<file path="src/rtl/ifetch_prefetch.sv">
// Instruction-fetch front end: sequential prefetcher, in-flight PC FIFO and output queue.
// Optional misaligned-PC exception entry enabled by defining IFETCH_MISALIGN_EXC_EN.
module ifetch_prefetch #(
  parameter int          DEPTH           = 4,
  parameter int          MAX_OUTSTANDING = 2,
  parameter logic [31:0] RESET_PC        = 32'hBFC0_0000
) (
  input  logic        clk,
  input  logic        rst,
  output logic        inst_req,
  output logic        inst_wr,
  output logic [1:0]  inst_size,
  output logic [31:0] inst_addr,
  output logic [31:0] inst_wdata,
  output logic        inst_uncached,
  input  logic [31:0] inst_rdata,
  input  logic        inst_addr_ok,
  input  logic        inst_data_ok,
  input  logic        redirect_valid,
  input  logic [31:0] redirect_pc,
  output logic        out_valid,
  input  logic        out_ready,
  output logic [31:0] out_inst,
  output logic [31:0] out_pc,
  output logic [31:0] out_except_type
);

  localparam int OW  = $clog2(MAX_OUTSTANDING + 1);
  localparam int PW  = (MAX_OUTSTANDING > 1) ? $clog2(MAX_OUTSTANDING) : 1;
  localparam int QPW = $clog2(DEPTH);
  localparam int QCW = QPW + 1;
  localparam logic [31:0] EXC_ADEL = 32'h0000_4000;

`ifdef IFETCH_MISALIGN_EXC_EN
  localparam logic [31:0] PC_MASK = 32'hFFFF_FFFF;
`else
  localparam logic [31:0] PC_MASK = 32'hFFFF_FFFC;
`endif

  logic [31:0]    fetch_pc;
  logic [OW-1:0]  outstanding;
  logic [OW-1:0]  outstanding_next;
  logic [OW-1:0]  discard;
  logic           halted;

  logic [31:0]    pcf_mem [MAX_OUTSTANDING];
  logic [PW-1:0]  pcf_wr;
  logic [PW-1:0]  pcf_rd;

  logic [31:0]    q_pc   [DEPTH];
  logic [31:0]    q_inst [DEPTH];
  logic [31:0]    q_exc  [DEPTH];
  logic [QPW-1:0] q_wr;
  logic [QPW-1:0] q_rd;
  logic [QCW-1:0] q_count;

  logic           pc_aligned;
  logic           accept;
  logic           ret;
  logic           pop;
  logic           push;
  logic           misalign_push;
  logic [31:0]    push_pc;
  logic [31:0]    push_inst;
  logic [31:0]    push_exc;
  logic [7:0]     credit_used;

  function automatic logic [PW-1:0] pcf_inc(input logic [PW-1:0] p);
    return (p == PW'(MAX_OUTSTANDING - 1)) ? '0 : p + PW'(1);
  endfunction

  assign inst_wr       = 1'b0;
  assign inst_size     = 2'b10;
  assign inst_wdata    = 32'h0;
  assign inst_addr     = {3'b000, fetch_pc[28:0]};
  assign inst_uncached = fetch_pc[29];

  assign pc_aligned = (fetch_pc[1:0] == 2'b00);
  // Slots already promised to the queue: entries held plus live (non-discarded) requests.
  assign credit_used = 8'(q_count) + 8'(outstanding) - 8'(discard);

  assign inst_req = !rst && !redirect_valid && !halted && pc_aligned &&
                    (outstanding < OW'(MAX_OUTSTANDING)) && (credit_used < 8'(DEPTH));

  assign accept = inst_req && inst_addr_ok;
  assign ret    = inst_data_ok && (outstanding != '0);
  assign out_valid = (q_count != '0);
  assign pop    = out_valid && out_ready;

`ifdef IFETCH_MISALIGN_EXC_EN
  assign misalign_push = !redirect_valid && !halted && !pc_aligned &&
                         (outstanding == '0) && (discard == '0) && (q_count < QCW'(DEPTH));
`else
  assign misalign_push = 1'b0;
`endif

  assign push      = !redirect_valid && ((ret && (discard == '0)) || misalign_push);
  assign push_pc   = misalign_push ? fetch_pc : pcf_mem[pcf_rd];
  assign push_inst = misalign_push ? 32'h0 : inst_rdata;
  assign push_exc  = misalign_push ? EXC_ADEL : 32'h0;

  assign outstanding_next = outstanding + OW'(accept) - OW'(ret);

  assign out_inst        = out_valid ? q_inst[q_rd] : 32'h0;
  assign out_pc          = out_valid ? q_pc[q_rd]   : 32'h0;
  assign out_except_type = out_valid ? q_exc[q_rd]  : 32'h0;

  always_ff @(posedge clk or posedge rst) begin
    if (rst) begin
      fetch_pc    <= RESET_PC & PC_MASK;
      outstanding <= '0;
      discard     <= '0;
      halted      <= 1'b0;
      pcf_wr      <= '0;
      pcf_rd      <= '0;
      q_wr        <= '0;
      q_rd        <= '0;
      q_count     <= '0;
    end else begin
      outstanding <= outstanding_next;
      if (accept) begin
        pcf_wr   <= pcf_inc(pcf_wr);
        fetch_pc <= (fetch_pc + 32'd4) & PC_MASK;
      end
      if (ret) pcf_rd <= pcf_inc(pcf_rd);
      if (redirect_valid) begin
        // Everything still in flight after this edge belongs to the old stream.
        fetch_pc <= redirect_pc & PC_MASK;
        discard  <= outstanding_next;
        halted   <= 1'b0;
        q_wr     <= '0;
        q_rd     <= '0;
        q_count  <= '0;
      end else begin
        if (ret && (discard != '0)) discard <= discard - OW'(1);
        if (push) q_wr <= q_wr + QPW'(1);
        if (pop)  q_rd <= q_rd + QPW'(1);
        q_count <= q_count + QCW'(push) - QCW'(pop);
        if (misalign_push) halted <= 1'b1;
      end
    end
  end

  always_ff @(posedge clk) begin
    if (accept) pcf_mem[pcf_wr] <= fetch_pc;
    if (push) begin
      q_pc[q_wr]   <= push_pc;
      q_inst[q_wr] <= push_inst;
      q_exc[q_wr]  <= push_exc;
    end
  end

endmodule

</file>
<file path="config.mk">
export PLATFORM = sky130hd
export DESIGN_NAME = ifetch_prefetch
export DESIGN_NICKNAME = d
export VERILOG_FILES = /design/src/rtl/ifetch_prefetch.sv
export SDC_FILE = /design/constraint.sdc
export NUM_CORES = 1
export LEC_CHECK = 0
export CORE_ASPECT_RATIO = 0.6
export CORE_MARGIN = 2
export CORE_UTILIZATION = 49
export DETAILED_ROUTE_END_ITERATION = 12
export GPL_ROUTABILITY_DRIVEN = 0
export MAX_ROUTING_LAYER = met4
export PLACE_DENSITY = 0.8
export SLEW_MARGIN = 5
export SYNTH_ARGS = -nofsm -noshare
export SYNTH_HDL_FRONTEND = slang
export SYNTH_SLANG_ARGS = --single-unit
</file>
<file path="constraint.sdc">
create_clock -name clk -period 4.4 [get_ports clk]
set_input_delay 0.88 -clock clk [delete_from_list [all_inputs] [get_ports clk]]
set_output_delay 0.88 -clock clk [all_outputs]
set_load 0.005 [all_outputs]
</file>
* After elaboration in Yosys (flattened, before gate mapping)
Memory sizes are Yosys's and may differ from the RTL's. Cells that the tools add are included.
Word-level totals: memories 3, output and inout port bits 166, register bits after elaboration 45, bits in read-only memories 0, word-level logic and storage cells 64, bits in writable memories 320, input port bits 70, bits in latches 0
Memories:
- q_inst | depth 4, bits a word 32, read ports 1, clocked after memory_dff 0, write ports 1, line 51 | logic [31:0] q_inst [DEPTH];
- q_pc | depth 4, bits a word 32, read ports 1, clocked after memory_dff 0, write ports 1, line 50 | logic [31:0] q_pc [DEPTH];
- pcf_mem | depth 2, bits a word 32, read ports 1, clocked after memory_dff 0, write ports 1, line 46 | logic [31:0] pcf_mem [MAX_OUTSTANDING];
Operators by class: reduce and logical (&&, ||, !) cells 21, magnitude comparators 2, multipliers 0, add/sub/neg operators 12, muxes and demuxes 18, bitwise logic cells 0, shift operators 0, eq/ne operators 0, div/mod/pow operators 0
Operators with widths (count):
- $mux W32 | 5
- $add A32 B3 Y32 const B | 1
- $mux W2 | 6
- $reduce_bool A2 Y1 | 6
- $logic_and A1 B1 Y1 | 10
- $lt A8 B3 Y1 const B | 1
- $mux W1 | 6
- $sub A4 B2 Y5 | 1
- $add A2 B1 Y2 const B | 2
- $add A3 B2 Y4 | 1
- $logic_not A2 Y1 | 2
- $add A3 B1 Y3 | 1
- $mux W3 | 1
- $reduce_bool A3 Y1 | 1
- $sub A3 B1 Y3 | 1
- $add A1 B1 Y1 const B | 2
- $add A2 B1 Y2 | 1
- $logic_not A1 Y1 | 2
- $lt A2 B2 Y1 const B | 1
- $sub A2 B1 Y2 | 1
- $sub A2 B1 Y2 const B | 1

* Longest topological paths before layout
depth in word-level cells 9, gate-level depth with buffers 16, gate-level depth less buffers 15

* Least setup slack after synthesis
No wires, ideal clock.
path kind register to register, from reg outstanding[1], to mem pcf_mem[0][10] (enable), stages on the path, launching flop included 11, data required time 3.983 ns, arrival time 3.687 ns, library setup time 0.417 ns, path slack 0.296 ns, path buffers 1, clock period less this slack 4.104 ns, path through dfrtp_1 inv_1 fa_1 inv_1 ha_1 and3b_1 or4_4 a21oi_4 inv_2 clkbuf_1 nor2_1
On the way: longest elaborated chain between the ends 7, elaborated cells between the ends (all ways) 9, those cells by class add/sub: 2; order compare: 2; mux: 2; reduce/logical: 3
Ends and longest elaborated chain:
- start: declaration | line 41 | logic [OW-1:0] outstanding;
- start signal: assignment | line 120 | outstanding <= outstanding_next;
- $add A3 B2 Y4 | line 80 | assign credit_used = 8'(q_count) + 8'(outstanding) - 8'(discard);
- $sub A4 B2 Y5 | line 80
- $lt A8 B3 Y1 | line 83 | (outstanding < OW'(MAX_OUTSTANDING)) && (credit_used < 8'(DEPTH));
- $logic_and A1 B1 Y1 * | line 83
- $logic_and A1 B1 Y1 * | line 85 | assign accept = inst_req && inst_addr_ok;
- $mux W1 * | line 145 | if (accept) pcf_mem[pcf_wr] <= fetch_pc;
- $mux W1 (implied by the code) * | line 145
- end: declaration | line 46
Mark *: on every way between the ends. The rest lies on a longest branch, timed or not.

* Final worst setup path
from reg outstanding[1], to out inst_req
On the way: longest elaborated chain between the ends 4, elaborated cells between the ends (all ways) 6, those cells by class add/sub: 2; order compare: 2; reduce/logical: 2
Ends and longest elaborated chain:
- $add A3 B2 Y4 | line 80
- $sub A4 B2 Y5 | line 80
- $lt A8 B3 Y1 | line 83
- $logic_and A1 B1 Y1 * | line 83
- end: declaration | line 10 | output logic inst_req,
Marks and branches as above.

==> impl_metrics.py <==
metrics = {
    "status": {
        "outcome": "finished clean",
    },
    "timing": {
        "min_period_over_period": 0.9297,
        "final_max_slew_viol_count": 0,
        "period_needed_ns": 4.091,
        "hold_viol_final": 0,
        "timing.slew.headroom": 0.3797,
        "setup_viol": 0,
        "worst_slack_ns": 0.3094,
        "maxClockFrequency_ghz": 0.2445,
        "setup_tns_ns": 0,
        "rsz0062_at_grt": "false",
        "tightestPinTransition_ns": 0.9294,
        "skew_ns": 0.01840,
    },
    "run": {
        "maxCapViolations": 0,
    },
    "critical_path": {
        "startpoint_type": "flop",
        "cp_slowest_cell": "fa_1",
        "criticalPathCategory": "reg2out",
        "cp_slowest_stage_delay_ns": 0.53,
        "endpoint_kind": "primary output",
        "crit_chain": "inv_1 > fa_1 > inv_1 > ha_1 > and3b_1 > or4_4 > a21oi_1 > clkdlybuf4s50_1",
        "critPathTopFamily": "adder cells",
        "arrival_ns": 3.21,
        "crit_path_max_fanout": 4,
        "path_common_cell": "inv_1",
        "required_ns": 3.52,
        "worst-path-buf-inv": 3,
    },
    "synthesis": {
        "yosysWarnings": 0,
        "synthArstFlopShare": 0.1225,
        "synth.avg_cell_area_um2": 16.63,
        "syn_inst": 910,
        "yosysSeqAreaShare": 0.6829,
        "syn_area_mm2": 0.01514,
        "ys_types": 50,
        "synth-seq-cells": 351,
        "synth_edf_count": 308,
        "synth_top_flop_cell": "edfxtp_1",
    },
    "clock_network": {
        "clockBufferDepth": 3,
        "cts_hold_buf": 0,
        "htree_levels": 2,
        "clk_latency_ns": 0.52,
        "cts.reportedPaths.clkPinSlew_ns": 0.06,
        "cts_setup_buffers": 0,
        "root_buffer": "clkbuf_16",
        "cts_resized": 0,
        "cts_tree": "yes",
        "numCtsBuffers": 34,
        "clock_sinks": 351,
    },
    "die": {
        "fp.dieW_um": 230.9,
        "num_rows": 49,
        "die-area_mm2": 0.03236,
        "coreArea_mm2": 0.03016,
        "initial_core_util": 0.5018,
        "die_y_um": 140.1,
        "io_pins": 236,
    },
    "global_routing": {
        "grt_max_degree": 63,
        "overflow": 0,
        "antenna_found_initial": 1,
        "grt_use_total": 0.2050,
        "grt_pass1_vias": 8086,
        "grt_pass1_wl_um": 48250,
    },
    "route": {
        "drc": 0,
        "ant_nets": 0,
        "drt-total-wl_um": 31910,
        "routedWlPerCell_um": 21.46,
        "drt_iter0_drc": 664,
        "num_vias": 8144,
        "routed_via_density": 5.477,
        "dr.pass1.iters": 5,
    },
    "power_and_ir_drop": {
        "p_per_area_mw_per_mm2": 541.4,
        "power_leakage_nw": 5.998,
        "ir_worst_vdd_v": 0.0003495,
        "finalPower_mw": 9.689,
    },
    "placement": {
        "pre_cts_slack_ns": 0.8418,
        "portBuffers": 159,
        "hpwl_um": 20330,
        "dp.cells": 1427,
    },
    "final_layout": {
        "fin_util": 0.5933,
        "layout_commonest_cell": "edfxtp_1",
        "final_cell_mix": "308 x edfxtp_1, 158 x clkdlybuf4s50_1, 74 x conb_1",
        "fin_nets": 1141,
        "area_delta_synth_final_pct": 18.24,
        "drive_gt1_frac": 0.1688,
        "fin_cells": 1487,
    },
    "worst_hold_path": {
        "min-delay-path-class": "reg2reg",
    },
}
[cell usage after synthesis (all sizes together), types with 12 or more instances]
cell,number,area (um2)
nand2,35,131.4
and2,71,444.2
ha,14,175.2
dfrtp,34,850.8
nand3,22,110.1
mux4,62,1396
o21ai,12,60.06
nor2,16,60.06
mux2,33,371.6
edfxtp,308,9249
buf,116,832.1
mux2i,19,190.2
clkbuf,23,86.33
inv,28,105.1
[metal layers]
metal / vias to the layer above / track usage / share of wire
met5: - / - / 0
met4: 0 / 0.05603 / 0.019
met3: 52 / 0.04642 / 0.066
met2: 309 / 0.3008 / 0.46
met1: 4172 / 0.2910 / 0.45
li1: 3611 / - / -
[stage by stage]
stage	hold WS (ns)	cell area, um2
final	0.5369	17900
after detailed placement	0.5245	16810
after CTS	0.5346	17890
after floorplan	0.4603	15410
after global routing	0.5560	17900
after global placement	0.4935	16810
[flip-flops by register name, indices dropped and copies added, names as in the netlist]
signal	flops
fetch_pc	30
q_rd	2
pcf_wr	1
outstanding	2
q_count	3
discard	2
q_pc	120
q_wr	2
pcf_mem	60
pcf_rd	1
q_inst	128
[layout make-up]
cell class / count / area, um2
tap: 408 / 510.5
clock inverter: 12 / 112.6
inverter: 28 / 105.1
sequential: 351 / 10340
timing repair buffer: 176 / 1789
clock buffer: 47 / 973.4
antenna: 1 / 2.502
multi-input combinational: 464 / 4060
fill: 2279 / 12270
[logic make-up after synthesis]
group                    share of synthesized area
AND/OR/NAND/NOR                            0.07291
buffers and inverters                      0.06762
adder cells (fa/ha/maj)                    0.01422
multiplexers                                0.1294
AO/OA/AOI/OAI                              0.02612
other                                    0.0004962
flip-flops                                  0.6829
XOR/XNOR                                  0.006366
[power by group]
| group | internal [mW] | total [mW] | switching (mW) | leakage [nW] |
|---|---|---|---|---|
| Combinational | 1.49 | 2.65 | 1.16 | 2.18 |
| Clock | 1.67 | 2.86 | 1.19 | 0.531 |
| Sequential | 3.95 | 4.18 | 0.230 | 3.29 |
| Total | 7.11 | 9.69 | 2.58 | 6.00 |
[tightest hold or removal path: stages, from the launching register on]
cell,delay (ns)
dfstp_2,0.41
inv_1,0.06
o21ai_1,0.06
[path summary, 6_finish.rpt]
path / from / to / slack, ns / cells past startpoint
worst min-delay path: fetch_pc[26] / fetch_pc[26] / 0.54 / 2
worst min register to register: fetch_pc[26] / fetch_pc[26] / 0.54 / 2
worst max register to register: outstanding[1] / pcf_mem[1][3] / 0.90 / 10
worst max-delay path: outstanding[1] / inst_req / 0.31 / 8
max in group asynchronous: rst / fetch_pc[27] / 2.58 / 3
min in group asynchronous: rst / q_count[1] / 0.92 / 2
(Power assumes the default switching activity.)
==> variant, RTL diff (same flow settings) <==
`MAX_OUTSTANDING`: 2 -> 4.
--- a/src/rtl/ifetch_prefetch.sv
+++ b/src/rtl/ifetch_prefetch.sv
@@ -4,3 +4,3 @@
   parameter int          DEPTH           = 4,
-  parameter int          MAX_OUTSTANDING = 2,
+  parameter int          MAX_OUTSTANDING = 4,
   parameter logic [31:0] RESET_PC        = 32'hBFC0_0000
Function: changed (Yosys sat finds a counterexample within 4 cycles, from zero or initial values and one cycle with rst high).
==> variant against the unedited design <==
First-iteration DRC count decreased by 6.6%; area after synthesis is 16% higher; total power increased by 18%; worst hold slack improved by 0.021 ns; wire length grew 12%; sequential cell count up 64; via count is 8.5% higher; die area rose by 15%; clock power rose by 12%; setup slack better by 0.070 ns; design area grew 14%.
==> variant: results <==
{
  "outcome": "completed",
  "hold_start": "fetch_pc[31]",
  "synth_edf_count": 368,
  "wl_met1_um": 15700,
  "multi_input_area_share": 0.220,
  "num_antenna_cells": 0,
  "synth_compound_area_frac": 0.0263,
  "use_met1": 0.279,
  "p_leak_nw": 6.78,
  "tightest_slew_ns": 1.05,
  "reg2reg_setup_slack_ns": 0.82,
  "reg.largest.list": "q_inst x128, pcf_mem x120, q_pc x120",
  "vdd_drop_max_uv": 380,
  "whs_path_depth": 0,
  "sw_frac_of_total": 0.280,
  "cts_buffers": 39,
  "synth_commonest_cells": "edfxtp_1, buf_4, mux4_2",
  "grt_max_degree": 65,
  "ys_types": 56,
  "synth_adder_area_share": 0.0182,
  "insertion_delay_ns": 0.55,
  "worstRegToRegCells": 16,
  "fin_nets": 1214,
  "path_max_fanout": 3,
  "grt_first_pass_wirelength_um": 54200,
  "synth.area.top_cells": "edfxtp_1, mux4_2, dfrtp_1, buf_4, and2_1",
  "drive_above_1_share": 0.180,
  "arrival_ns": 3.14,
  "fillers": 2627,
  "buffer_area_frac": 0.0903,
  "min_to": "pcf_mem[3][31]",
  "n_all_buffers": 179,
  "multi_input_gates": 462,
  "seqCellArea_sq_um": 12200,
  "slowest_delay_ns": 0.56,
  "hold_slack_ns": 0.558,
  "dr_wl_met2_um": 17400,
  "num_vias": 8840
}
## variant: power groups by stage
stage / sequential (W) / clock (W) / combinational (W)
2_1_floorplan: 0.00489 / 0 / 0.00207
3_3_place_gp: 0.00507 / 0 / 0.00316
3_5_place_dp: 0.00509 / 0 / 0.00324
4_1_cts: 0.00501 / 0.00325 / 0.00326
5_1_grt: 0.00504 / 0.00341 / 0.00353
6_report: 0.00500 / 0.00319 / 0.00321
## variant: stage by stage
stage	total power, W	instances	setup WS, ns	area [sq um]
after global placement	0.00824	1547	0.695	19300
after floorplan	0.00696	1044	0.953	17800
after CTS	0.0115	1618	0.374	20500
final	0.0114	1618	0.380	20500
after detailed placement	0.00833	1547	0.636	19300
after global routing	0.0120	1618	0.217	20500
